`src/rtl/mul_final_adder.sv`:
```
// mul_final_adder: two-stage carry-propagate adder closing the Wallace multiplier, with a CDB-handshaked output register.
// Optional feature: define MUL_FA_HI_EN to add the in_hi port and per-operation upper-word (MULH) selection.
module mul_final_adder #(
    parameter int W     = 64,
    parameter int TAG_W = 4
) (
    input  logic             clk,
    input  logic             rst_n,
    input  logic             flush,
    input  logic             in_valid,
    output logic             in_ready,
    input  logic [W-1:0]     in_sum,
    input  logic [W-1:0]     in_carry,
    input  logic [TAG_W-1:0] in_tag,
`ifdef MUL_FA_HI_EN
    input  logic             in_hi,
`endif
    output logic             cdb_req,
    input  logic             cdb_grant,
    output logic [31:0]      cdb_data,
    output logic [TAG_W-1:0] cdb_tag,
    output logic             busy
);
    logic             s1_v, s2_v, s1_load, s2_load;
    logic [31:0]      s1_lo, s2_data, s2_next;
    logic [TAG_W-1:0] s1_tag, s2_tag;
`ifdef MUL_FA_HI_EN
    logic             s1_c, s1_hi;
    logic [W-33:0]    s1_us, s1_uc, hi_sum;
    assign hi_sum  = s1_us + s1_uc + {{(W-33){1'b0}}, s1_c};
    assign s2_next = s1_hi ? hi_sum[31:0] : s1_lo;
`else
    logic             unused_hi;
    assign unused_hi = ^{in_sum[W-1:32], in_carry[W-1:32]};
    assign s2_next   = s1_lo;
`endif
    assign in_ready = !flush && (!s1_v || !s2_v || cdb_grant);
    assign s1_load  = in_valid && in_ready;
    assign s2_load  = !flush && s1_v && (!s2_v || cdb_grant);
    assign cdb_req  = s2_v;
    assign cdb_data = s2_data;
    assign cdb_tag  = s2_tag;
    assign busy     = s1_v || s2_v;

    // Stage occupancy: fill on load, drain on advance/grant, squash on flush.
    always_ff @(posedge clk or negedge rst_n) begin
        if (!rst_n) begin
            s1_v <= 1'b0;
            s2_v <= 1'b0;
        end else if (flush) begin
            s1_v <= 1'b0;
            s2_v <= 1'b0;
        end else begin
            s1_v <= s1_load || (s1_v && !s2_load);
            s2_v <= s2_load || (s2_v && !cdb_grant);
        end
    end

    // S1 payload: resolve the low half now and keep its carry for the upper half.
    always_ff @(posedge clk) begin
        if (s1_load) begin
            s1_tag <= in_tag;
`ifdef MUL_FA_HI_EN
            {s1_c, s1_lo} <= {1'b0, in_sum[31:0]} + {1'b0, in_carry[31:0]};
            s1_us <= in_sum[W-1:32];
            s1_uc <= in_carry[W-1:32];
            s1_hi <= in_hi;
`else
            s1_lo <= in_sum[31:0] + in_carry[31:0];
`endif
        end
    end

    // Output register holds the selected word stable until the CDB grants it.
    always_ff @(posedge clk or negedge rst_n) begin
        if (!rst_n) begin
            s2_data <= '0;
            s2_tag  <= '0;
        end else if (s2_load) begin
            s2_data <= s2_next;
            s2_tag  <= s1_tag;
        end
    end
endmodule

```
`config.mk`:
```
export PLATFORM = sky130hd
export DESIGN_NAME = mul_final_adder
export DESIGN_NICKNAME = d
export VERILOG_FILES = /design/src/rtl/mul_final_adder.sv
export SDC_FILE = /design/constraint.sdc
export NUM_CORES = 1
export LEC_CHECK = 0
export ABC_AREA = 0
export BUFFER_PORTS_ARGS = -buffer_cell sky130_fd_sc_hd__buf_2
export CAP_MARGIN = 20
export CORE_MARGIN = 8
export CORE_UTILIZATION = 49
export DETAILED_ROUTE_END_ITERATION = 8
export HOLD_SLACK_MARGIN = 0.12
export PLACE_DENSITY = 0.87
export SYNTH_ARGS = -nofsm -noshare
export SYNTH_HDL_FRONTEND = slang
export SYNTH_SLANG_ARGS = --single-unit
```
`constraint.sdc`:
```
create_clock -name clk -period 2.6 [get_ports clk]
set_clock_uncertainty 0.1 [all_clocks]
set_input_delay 0.13 -clock clk [delete_from_list [all_inputs] [get_ports clk]]
set_output_delay 0.13 -clock clk [all_outputs]
set_load 0.03 [all_outputs]
```
==> results of run 1 <==
[routing by layer]
| metal | up-vias | wire, um |
|---|---|---|
| li1 | 1670 | - |
| met1 | 1603 | 4390 |
| met3 | 8 | 491 |
| met4 | 0 | 98 |
| met5 | - | 0 |
| met2 | 82 | 5180 |
[cell families (layout without fill, tap and decap cells)]
group | after synthesis | count (layout)
AO/OA/AOI/OAI | 109 | 109
XOR/XNOR | 28 | 28
adder cells (fa/ha/maj) | 32 | 32
buffers and inverters | 22 | 163
flip-flops | 74 | 74
multiplexers | 36 | 36
AND/OR/NAND/NOR | 70 | 70
[registers in the layout (all words and copies together) (netlist names)]
name      flops
cdb_req       1
cdb_data     32
s1_lo        32
s1_tag        4
s1_v          1
cdb_tag       4
[cells in the final DEF (no fill, tap or decap), drive strengths merged, types with 4 or more instances in the layout]
master and count:
a211o 4, a211oi 5, a21o 20, a21oi 35, and2 4, buf 128, clkbuf 12, dfrtp 38
dlygate4sd3 11, edfxtp 36, ha 31, inv 9, mux2 36, nand2 18, nand3 7, nand4 5
nor2 18, o211ai 5, o21ai 14, o21bai 5, xnor2 19, xor2 9
[worst max-delay path, cell delays in order]
cell and delay [ns]:
buf_2 0.10, ha_1 0.36, o211ai_1 0.17, o211a_1 0.27, nor4b_1 0.41, o31ai_1 0.17, o211ai_1 0.30, nor3_1 0.11
a311o_1 0.27
[power groups by stage]
stage / combinational, mW / clock (mW) / sequential, mW
final: 1.20 / 0.850 / 1.53
after global routing: 1.29 / 0.919 / 1.55
after CTS: 1.20 / 0.875 / 1.53
after detailed placement: 1.18 / 0 / 1.55
after global placement: 1.15 / 0 / 1.53
after floorplan: 0.541 / 0 / 1.80
[layout make-up]
type / count / area [um2]
fillers: 688 / 3230
multi-input cells: 275 / 2220
flip-flops and latches: 74 / 2030
repair buffers: 139 / 793
clock buffers: 12 / 176
well taps: 108 / 135
inverters: 8 / 30.0
clock inverters: 4 / 21.3
[metrics by stage]
stage               utilization (%)  setup WS [ns]  std cells  instance area, um2
CTS                            62.6          0.331        620                5400
finish                         62.6          0.304        620                5400
detailed placement             59.0        -0.0440        593                5100
global placement               59.0        -0.0305        593                5100
global route                   62.6          0.223        620                5400
floorplan                         -          0.233        371                4330
[worst paths after layout]
path	start	endpoint	slack [ns]	depth (start not counted)
worst max-delay path	in_sum[4]	s1_lo[29]	0.30	9
worst min-delay path	in_carry[30]	s1_lo[30]	0.18	3
worst max register to register	cdb_req	s1_lo[16]	0.80	4
worst min register to register	s1_lo[5]	cdb_data[5]	0.37	1
max in group asynchronous	rst_n	cdb_data[2]	1.54	2
min in group asynchronous	rst_n	cdb_data[26]	0.33	2
[repair_timing]
action,CTS,global route
hold buffers,11,0
endpoints found under the setup margin,0,0
endpoints found under the hold margin,46,0
==> run summary, run 1 <==
Setup crit end kind - flip-flop
Max_cap viols - 0
Max_slew headroom - 44.4%
Ant diodes - 0
RSZ-0062 raised after global routing - false
Largest family of logic cells by synthesized area - compound AO/OA/AOI/OAI gates
Rows - 34
Post-synthesis mux area share - 9.36%
Sequential cell area fraction in the yosys report - 46.9%
DRC viols - 0
Pin count of the biggest net entering global routing - 39
DRT iter0 DRCs - 136
H-tree depth - 3
Met3 Usage GRT - 2.79%
CTS clk-pin slew, worst paths - 0.07 ns
Simple-gate share of the synthesized area - 8.29%
Number of synthesis warnings - 0
Die area - 12100 um2
TritonCTS buffer count - 9
Async SR Flop Fraction - 51.4%
Routability cong. - 0.887
Reg power frac - 42.7%
Core Box Area - 8640 um2
Synth Instances - 371
Total power - 3.57 mW
Psw - 1.20 mW
Share of layout cells above drive strength 1 - 38.1%
Nets - 676
Mapped Avg Cell Area - 11.7 um2
Synth Flop Type - dfrtp_1
Post-Route Hold Slack - 0.183 ns
Leakage power - 2.46 nW
Initial antenna violation count - 0
Clock Power Share - 23.8%
Critical path peak fanout - 5
FF+latch count, synth - 74
Hold Crit Class - in -> reg
Vias per cell - 5.42
Global routing's busiest layer - met2
Mapped Area - 4330 um2
PwrDens - 661 nW/um2
DP HPWL - 8050 um
Root buf cell - clkbuf_8
Gr usage total - 16.5%
Synthesized netlist net count - 540
Met2 usage in global routing - 28.9%
Pins Over Slew Limit - 0
Logic pwr share - 33.5%
Initial Util - 50.1%
Area delta synth->final - 24.8%
Share of the synthesized area in compound gates (AO/OA/AOI/OAI) - 18.3%
TNS Setup - 0 ns
Vias in the first global route - 3436
Post-synth top area share - 25.0%
CTS tree - done
FMAX - 436 MHz
Routed Wire Length - 10200 um
Sw Share - 33.7%
Most frequent cell after synthesis - dfrtp_1
WP data required - 2.59 ns
Final Setup Violations - 0
Slew @ Worst Pin - 0.835 ns
Number of synthesized flops with an enable pin - 36
Final min period - 2.30 ns
Max Buffers Root-to-Sink - 2
CP startpoint kind - input pin
Postcts setup bufs - 0
Antenna-violating nets left - 0
Most common library cells after synthesis - dfrtp_1 (38), edfxtp_1 (36), mux2_2 (36)
Xor and xnor fraction of the mapped netlist area - 5.66%
Tcrit/Tclk final - 88.3%
IO buf count - 111
CTS sink count - 74
Setup CP Type - in -> reg
Global-route wire length before repair - 15900 um
Drt pass-1 iters - 4
Post-Synth Adder-Cell Area - 9.42%
Status - finished, final reports clean
Crit path DAT - 2.29 ns
Ports - 176
Largest area contributor in the netlist - edfxtp_1
Hold Fails Final Rpt - 0
Vias after detailed routing - 3363
Die W - 110 um
Global route total overflow - 0
Post-CTS sizing - 0
Cell-internal power - 2.37 mW
WL per Instance - 16.4 um
Clk_lat worst skew - 0.34 ns
Distinct cells, synth - 55
Die Y - 110 um
Synth area leaders - edfxtp_1 (25%), dfrtp_1 (22%), mux2_2 (9.4%)
VDD IR max - 0.248 mV
Met1 Track Usage GR - 20.4%
(Power assumes the default switching activity.)
==> inputs of run 2 (changes only) <==
--- a/config.mk
+++ b/config.mk
@@ -6,13 +6,14 @@
 export NUM_CORES = 1
 export LEC_CHECK = 0
 export ABC_AREA = 0
-export BUFFER_PORTS_ARGS = -buffer_cell sky130_fd_sc_hd__buf_2
 export CAP_MARGIN = 20
 export CORE_MARGIN = 8
-export CORE_UTILIZATION = 49
+export CORE_UTILIZATION = 60
 export DETAILED_ROUTE_END_ITERATION = 8
+export DONT_BUFFER_PORTS = 1
 export HOLD_SLACK_MARGIN = 0.12
-export PLACE_DENSITY = 0.87
+export PLACE_DENSITY = 0.82
 export SYNTH_ARGS = -nofsm -noshare
 export SYNTH_HDL_FRONTEND = slang
 export SYNTH_SLANG_ARGS = --single-unit
+export TNS_END_PERCENT = 20
==> run 2 against run 1 <==
Hold slack lost 0.045 ns. Wire length down 6.7%. First-iteration DRC count down 5.1%. Setup slack worse by 0.0017 ns. Total power is 7.9% lower. Global-route usage is 2.4 points higher. Flip-flop and latch count stayed put. Clock power is 15% lower. Non-clock buffer count decreased by 102. Via count shrank 9.2%. Combinational power down 39%. Die area shrank 16%.
==> run summary, run 2 (same netlist as run 1, synthesis figures left out) <==
Status - finished, final reports clean
Vias per cell - 6.00 (+11%)
CP top delay family - compound AO/OA/AOI/OAI gates
Final min period - 2.30 ns (+0.00174 ns)
Die Y - 101 um (-8.2%)
Vias after detailed routing - 3054 (-9.2%)
CP max stage delay - 0.54 ns (+0.13 ns)
Post-Route Hold Slack - 0.138 ns (-0.0454 ns)
WP data required - 2.58 ns (about the same)
RSZ-0062 raised after global routing - false
Global-route wire length before repair - 15000 um (-5.3%)
Leakage power - 2.04 nW (-17%)
Crit path DAT - 2.28 ns (about the same)
Routability cong. - 0.910 (+2.6%)
Post-CTS sizing - 0 (unchanged)
Die W - 101 um (-8.2%)
Pin count of the biggest net entering global routing - 39 (unchanged)
DRT iter0 DRCs - 129 (-5.1%)
Antenna-violating nets left - 0 (unchanged)
FMAX - 435 MHz (about the same)
Nets - 574 (-15%)
Reg2reg setup slack - 0.45 ns (-0.35 ns)
Setup CP Type - in -> reg
R2R depth - 3 (-1)
Crit-path cells - ha_1, fa_1, a21o_1, nand4_1, a2111oi_2, o311ai_2, buf_4, o31ai_4, a221oi_2, xnor2_1
Hold Crit Class - in -> reg
Commonest cells after routing, fill and taps aside - dfrtp_1 (38), mux2_2 (36), edfxtp_1 (36)
Max_cap viols - 0 (unchanged)
H-tree depth - 3 (unchanged)
Pins Over Slew Limit - 0 (unchanged)
TritonCTS buffer count - 9 (unchanged)
Ant diodes - 0 (unchanged)
Hold Startpoint - in_carry[13]
Total power - 3.29 mW (-7.9%)
WL per Instance - 18.6 um (+14%)
Final Setup Violations - 0 (unchanged)
CP startpoint kind - input pin
Core Box Area - 7140 um2 (-17%)
CP max-delay cell - a2111oi_2
Worst Path Buf+Inv - 1 (unchanged)
Slew @ Worst Pin - 0.837 ns (+0.00218 ns)
Initial Util - 60.7% (+11 points)
Max_slew headroom - 44.2% (-0.15 points)
Drt pass-1 iters - 5 (+1)
Ports - 176 (unchanged)
Post-layout util - 68.5% (+5.9 points)
Critical Path Start - in_sum[0]
Postcts setup bufs - 0 (unchanged)
FF+latch area - 2030 um2 (unchanged)
Clk_lat worst skew - 0.33 ns (about the same)
RR Endpoint - s1_lo[15]
Rows - 31 (-8.8%)
Gr usage total - 18.9% (+2.4 points)
CTS clk-pin slew, worst paths - 0.07 ns (about the same)
Share of layout cells above drive strength 1 - 21.5% (-17 points)
Global route total overflow - 0 (unchanged)
CTS sink count - 74 (unchanged)
Filler instances - 569 (-17%)
Vias in the first global route - 3051 (-11%)
Initial antenna violation count - 0 (unchanged)
PwrDens - 673 nW/um2 (+1.8%)
Routed Wire Length - 9480 um (-6.7%)
Root buf cell - clkbuf_8
Max Buffers Root-to-Sink - 2 (unchanged)
VDD IR max - 0.266 mV (+7.5%)
WHS Path Cells - 2 (-1)
Hold Fails Final Rpt - 0 (unchanged)
Area delta synth->final - 12.9%
Die area - 10200 um2 (-16%)
IO buf count - 0 (-100%)
Multi-input gate area - 2220 um2 (unchanged)
Endpoint, Worst Hold - s1_lo[13]
DP HPWL - 7390 um (-8.2%)
Setup crit end kind - flip-flop
Critical path peak fanout - 3 (-2)
Reg2reg start - cdb_req
Most common cell after layout, fill and taps aside - dfrtp_1
DRC viols - 0 (unchanged)
CTS tree - done
Tcrit/Tclk final - 88.4% (about the same)
==> run 2: stage by stage <==
step | cell area [um2] | setup slack (ns) | setup TNS [ns] | cells
2_1_floorplan | 4330 | 0.233 | 0 | 371
3_3_place_gp | 4570 | 0.0341 | 0 | 478
3_5_place_dp | 4570 | -0.0332 | -0.0617 | 478
4_1_cts | 4890 | 0.322 | 0 | 509
5_1_grt | 4890 | 0.171 | 0 | 509
6_report | 4890 | 0.303 | 0 | 509
==> run 2: metal layers <==
metal	global-route usage (%)	routed length, um	vias to the layer above
met1	21.5	3750	1452
met3	6.70	893	13
met2	31.6	4680	117
met4	7.67	160	0
met5	0	0	-
li1	-	-	1472
==> run 2: worst max-delay path by stage <==
stage	end	slack, ns	depth (start not counted)
floorplan	s1_lo[0]	0.23	3
global placement	s1_lo[30]	0.03	10
detailed placement	s1_lo[28]	-0.03	10
CTS	s1_lo[28]	0.32	10
global route	s1_lo[28]	0.17	10
finish	s1_lo[30]	0.30	10
==> run 2: final cells by class <==
cell class                      count  share of cell area [%]
Clock inverter                      5                   0.640
Tap cell                           99                    2.53
Inverter                            8                   0.614
Sequential cell                    74                    41.6
Clock buffer                       11                    2.69
Multi-Input combinational cell    275                    45.3
Timing Repair Buffer               37                    6.65
==> run 2: what timing repair did <==
item / 4_1_cts / 5_1_grt
hold endpoints to repair: 48 / 0
hold buffers: 15 / 0
setup endpoints to repair: 0 / 0
==> run 2: report_power, final <==
part	internal [mW]	leakage [nW]	switching, mW	total, mW
sequential	1.43	0.790	0.394	1.83
combinational	0.367	1.17	0.368	0.735
clock	0.343	0.0831	0.384	0.726
==> inputs of run 3 (changes only) <==
--- a/config.mk
+++ b/config.mk
@@ -12,7 +12,7 @@
 export DETAILED_ROUTE_END_ITERATION = 8
 export DONT_BUFFER_PORTS = 1
 export HOLD_SLACK_MARGIN = 0.12
-export PLACE_DENSITY = 0.82
+export PLACE_DENSITY = 0.76
 export SYNTH_ARGS = -nofsm -noshare
 export SYNTH_HDL_FRONTEND = slang
 export SYNTH_SLANG_ARGS = --single-unit
==> run 3 against run 2 <==
Clock power up 34%. Hold slack worse by 0.012 ns. Count of clock-buffer cells in the layout rose by 2. Sequential share of layout area fell by 1.3 points. Maximum frequency decreased by 9.7%. Register-to-register slack worse by 0.05 ns. Flip-flop and latch count unchanged. Cell count is 0.39% higher. Utilization increased by 2.2 points. Critical path depth down 1. Total power grew 7.8%. Critical endpoint is now s1_lo[31].
==> run summary, run 3 (same netlist as run 1, synthesis figures left out) <==
Setup slack after layout - 0.0553 ns (-0.247 ns)
RR Endpoint - s1_lo[16]
Finished Cell Area - 5040 um2 (+3.2%)
Area delta synth->final - 16.5%
DRC viols - 0 (unchanged)
Global route total overflow - 0 (unchanged)
Filler instances - 530 (-6.9%)
Most common cell after layout, fill and taps aside - dfrtp_1
FF+latch area - 2030 um2 (unchanged)
Sw Share - 32.8% (-2.1 points)
Vias per cell - 5.92 (-1.4%)
Max_slew headroom - 42.8% (-1.4 points)
Clk_lat worst skew - 0.34 ns (about the same)
WHS Path Cells - 2 (unchanged)
Drt pass-1 iters - 4 (-1)
DP HPWL - 7040 um (-4.8%)
Critical path peak fanout - 5 (+2)
Max Buffers Root-to-Sink - 2 (unchanged)
Gr usage total - 19.6% (+0.62 points)
CTS sink count - 74 (unchanged)
VDD IR max - 0.307 mV (+15%)
Reg2reg setup slack - 0.40 ns (-0.05 ns)
Hold Crit Class - in -> reg
Die Y - 101 um (unchanged)
Multi-input gate area - 2270 um2 (+2.3%)
Max_cap viols - 0 (unchanged)
Nets - 576 (+0.35%)
WL per Instance - 19.1 um (+2.6%)
Slew @ Worst Pin - 0.859 ns (+0.0216 ns)
Reg2reg start - cdb_req
IO buf count - 0 (unchanged)
Die W - 101 um (unchanged)
Antenna-violating nets left - 0 (unchanged)
TritonCTS buffer count - 9 (unchanged)
Clock Power Share - 27.5% (+5.4 points)
Post-Route Hold Slack - 0.126 ns (-0.0120 ns)
Routed Wire Length - 9770 um (+3.0%)
Routability cong. - 0.877 (-3.6%)
Initial antenna violation count - 0 (unchanged)
Vias after detailed routing - 3023 (-1.0%)
Status - finished, final reports clean
Global-route wire length before repair - 15500 um (+3.0%)
R2R depth - 3 (unchanged)
Core Box Area - 7140 um2 (unchanged)
Tcrit/Tclk final - 97.9% (+9.5 points)
Leakage power - 2.08 nW (+1.9%)
Rows - 31 (unchanged)
Endpoint, Worst Hold - s1_lo[9]
Setup crit end kind - flip-flop
CTS tree - done
Ports - 176 (unchanged)
Vias in the first global route - 3208 (+5.1%)
RSZ-0062 raised after global routing - true
Reg power frac - 51.3% (-4.3 points)
Die area - 10200 um2 (unchanged)
Commonest cells after routing, fill and taps aside - dfrtp_1 (38), mux2_2 (36), edfxtp_1 (36)
FMAX - 393 MHz (-9.7%)
Area after DPL - 4510 um2 (-1.2%)
Pin count of the biggest net entering global routing - 39 (unchanged)
Hold Fails Final Rpt - 0 (unchanged)
Setup CP Type - in -> reg
Hold Startpoint - in_sum[9]
Crit path DAT - 2.61 ns (+0.33 ns)
Place WS - 0.0311 ns (+0.0642 ns)
Logic pwr share - 21.2% (-1.1 points)
Cell-internal power - 2.39 mW (+11%)
Pins Over Slew Limit - 0 (unchanged)
Root buf cell - clkbuf_8
WP data required - 2.67 ns (+0.09 ns)
Final min period - 2.54 ns (+0.247 ns)
DRT iter0 DRCs - 178 (+38%)
H-tree depth - 3 (unchanged)
Share of layout cells above drive strength 1 - 21.6% (+0.14 points)
CTS clk-pin slew, worst paths - 0.07 ns (about the same)
Initial Util - 60.7% (unchanged)
Final Setup Violations - 0 (unchanged)
PwrDens - 703 nW/um2 (+4.5%)
CP startpoint kind - input pin
Total power - 3.55 mW (+7.8%)
Ant diodes - 0 (unchanged)
Psw - 1.16 mW (+1.4%)
## run 3: what timing repair did
| item | CTS | global route |
|---|---|---|
| hold buffers | 23 | 0 |
| hold endpoints to repair | 53 | 0 |
| endpoints found under the setup margin | 0 | 8 |
| resized for setup | 0 | 8 |
| buffers inserted | 0 | 1 |
## run 3: worst max-delay path by stage
stage	startpoint	end	slack (ns)	cells after the start
floorplan	cdb_req	s1_lo[0]	0.23	3
CTS	in_carry[1]	s1_lo[18]	0.003	10
finish	in_carry[9]	s1_lo[31]	0.06	9
global placement	in_sum[0]	s1_lo[18]	0.05	10
global route	in_carry[9]	s1_lo[31]	-0.04	9
detailed placement	in_sum[0]	s1_lo[18]	0.03	10
## run 3: metrics by stage
step / std cells / util (%) / setup TNS (ns)
6_report: 511 / 70.7 / 0
5_1_grt: 511 / 70.7 / -0.0517
4_1_cts: 510 / 69.9 / 0
3_5_place_dp: 471 / 63.3 / 0
3_3_place_gp: 471 / 63.3 / 0
2_1_floorplan: 371 / - / 0
## run 3: layout make-up
type | instances | share of cell area (%)
repair buffers | 39 | 7.14
clock buffers | 13 | 3.77
well taps | 99 | 2.46
flip-flops and latches | 74 | 40.3
inverters | 8 | 0.595
clock inverters | 3 | 0.843
multi-input cells | 275 | 44.9
## run 3: routing by layer
layer | global-route usage (%) | share of wire, % | vias up
li1 | - | - | 1484
met1 | 23.9 | 44 | 1420
met2 | 32.4 | 48 | 109
met3 | 5.39 | 6.6 | 10
met4 | 6.76 | 1.1 | 0
met5 | 0 | 0 | -
## run 3: critical path, cell delays in order
cell and delay [ns]:
dlygate4sd3_1 0.54, ha_2 0.38, nand4_1 0.14, buf_4 0.18, or2_1 0.23, o211ai_2 0.28
a211oi_4 0.14, o311a_1 0.38, nor4b_2 0.22
## run 3: power by group through the flow
| stage | Clock (mW) | Sequential [mW] | Combinational (mW) |
|---|---|---|---|
| 3_3_place_gp | 0 | 1.84 | 0.647 |
| 6_report | 0.976 | 1.82 | 0.752 |
| 5_1_grt | 1.03 | 1.85 | 0.833 |
| 3_5_place_dp | 0 | 1.85 | 0.671 |
| 2_1_floorplan | 0 | 1.80 | 0.541 |
| 4_1_cts | 0.996 | 1.83 | 0.731 |
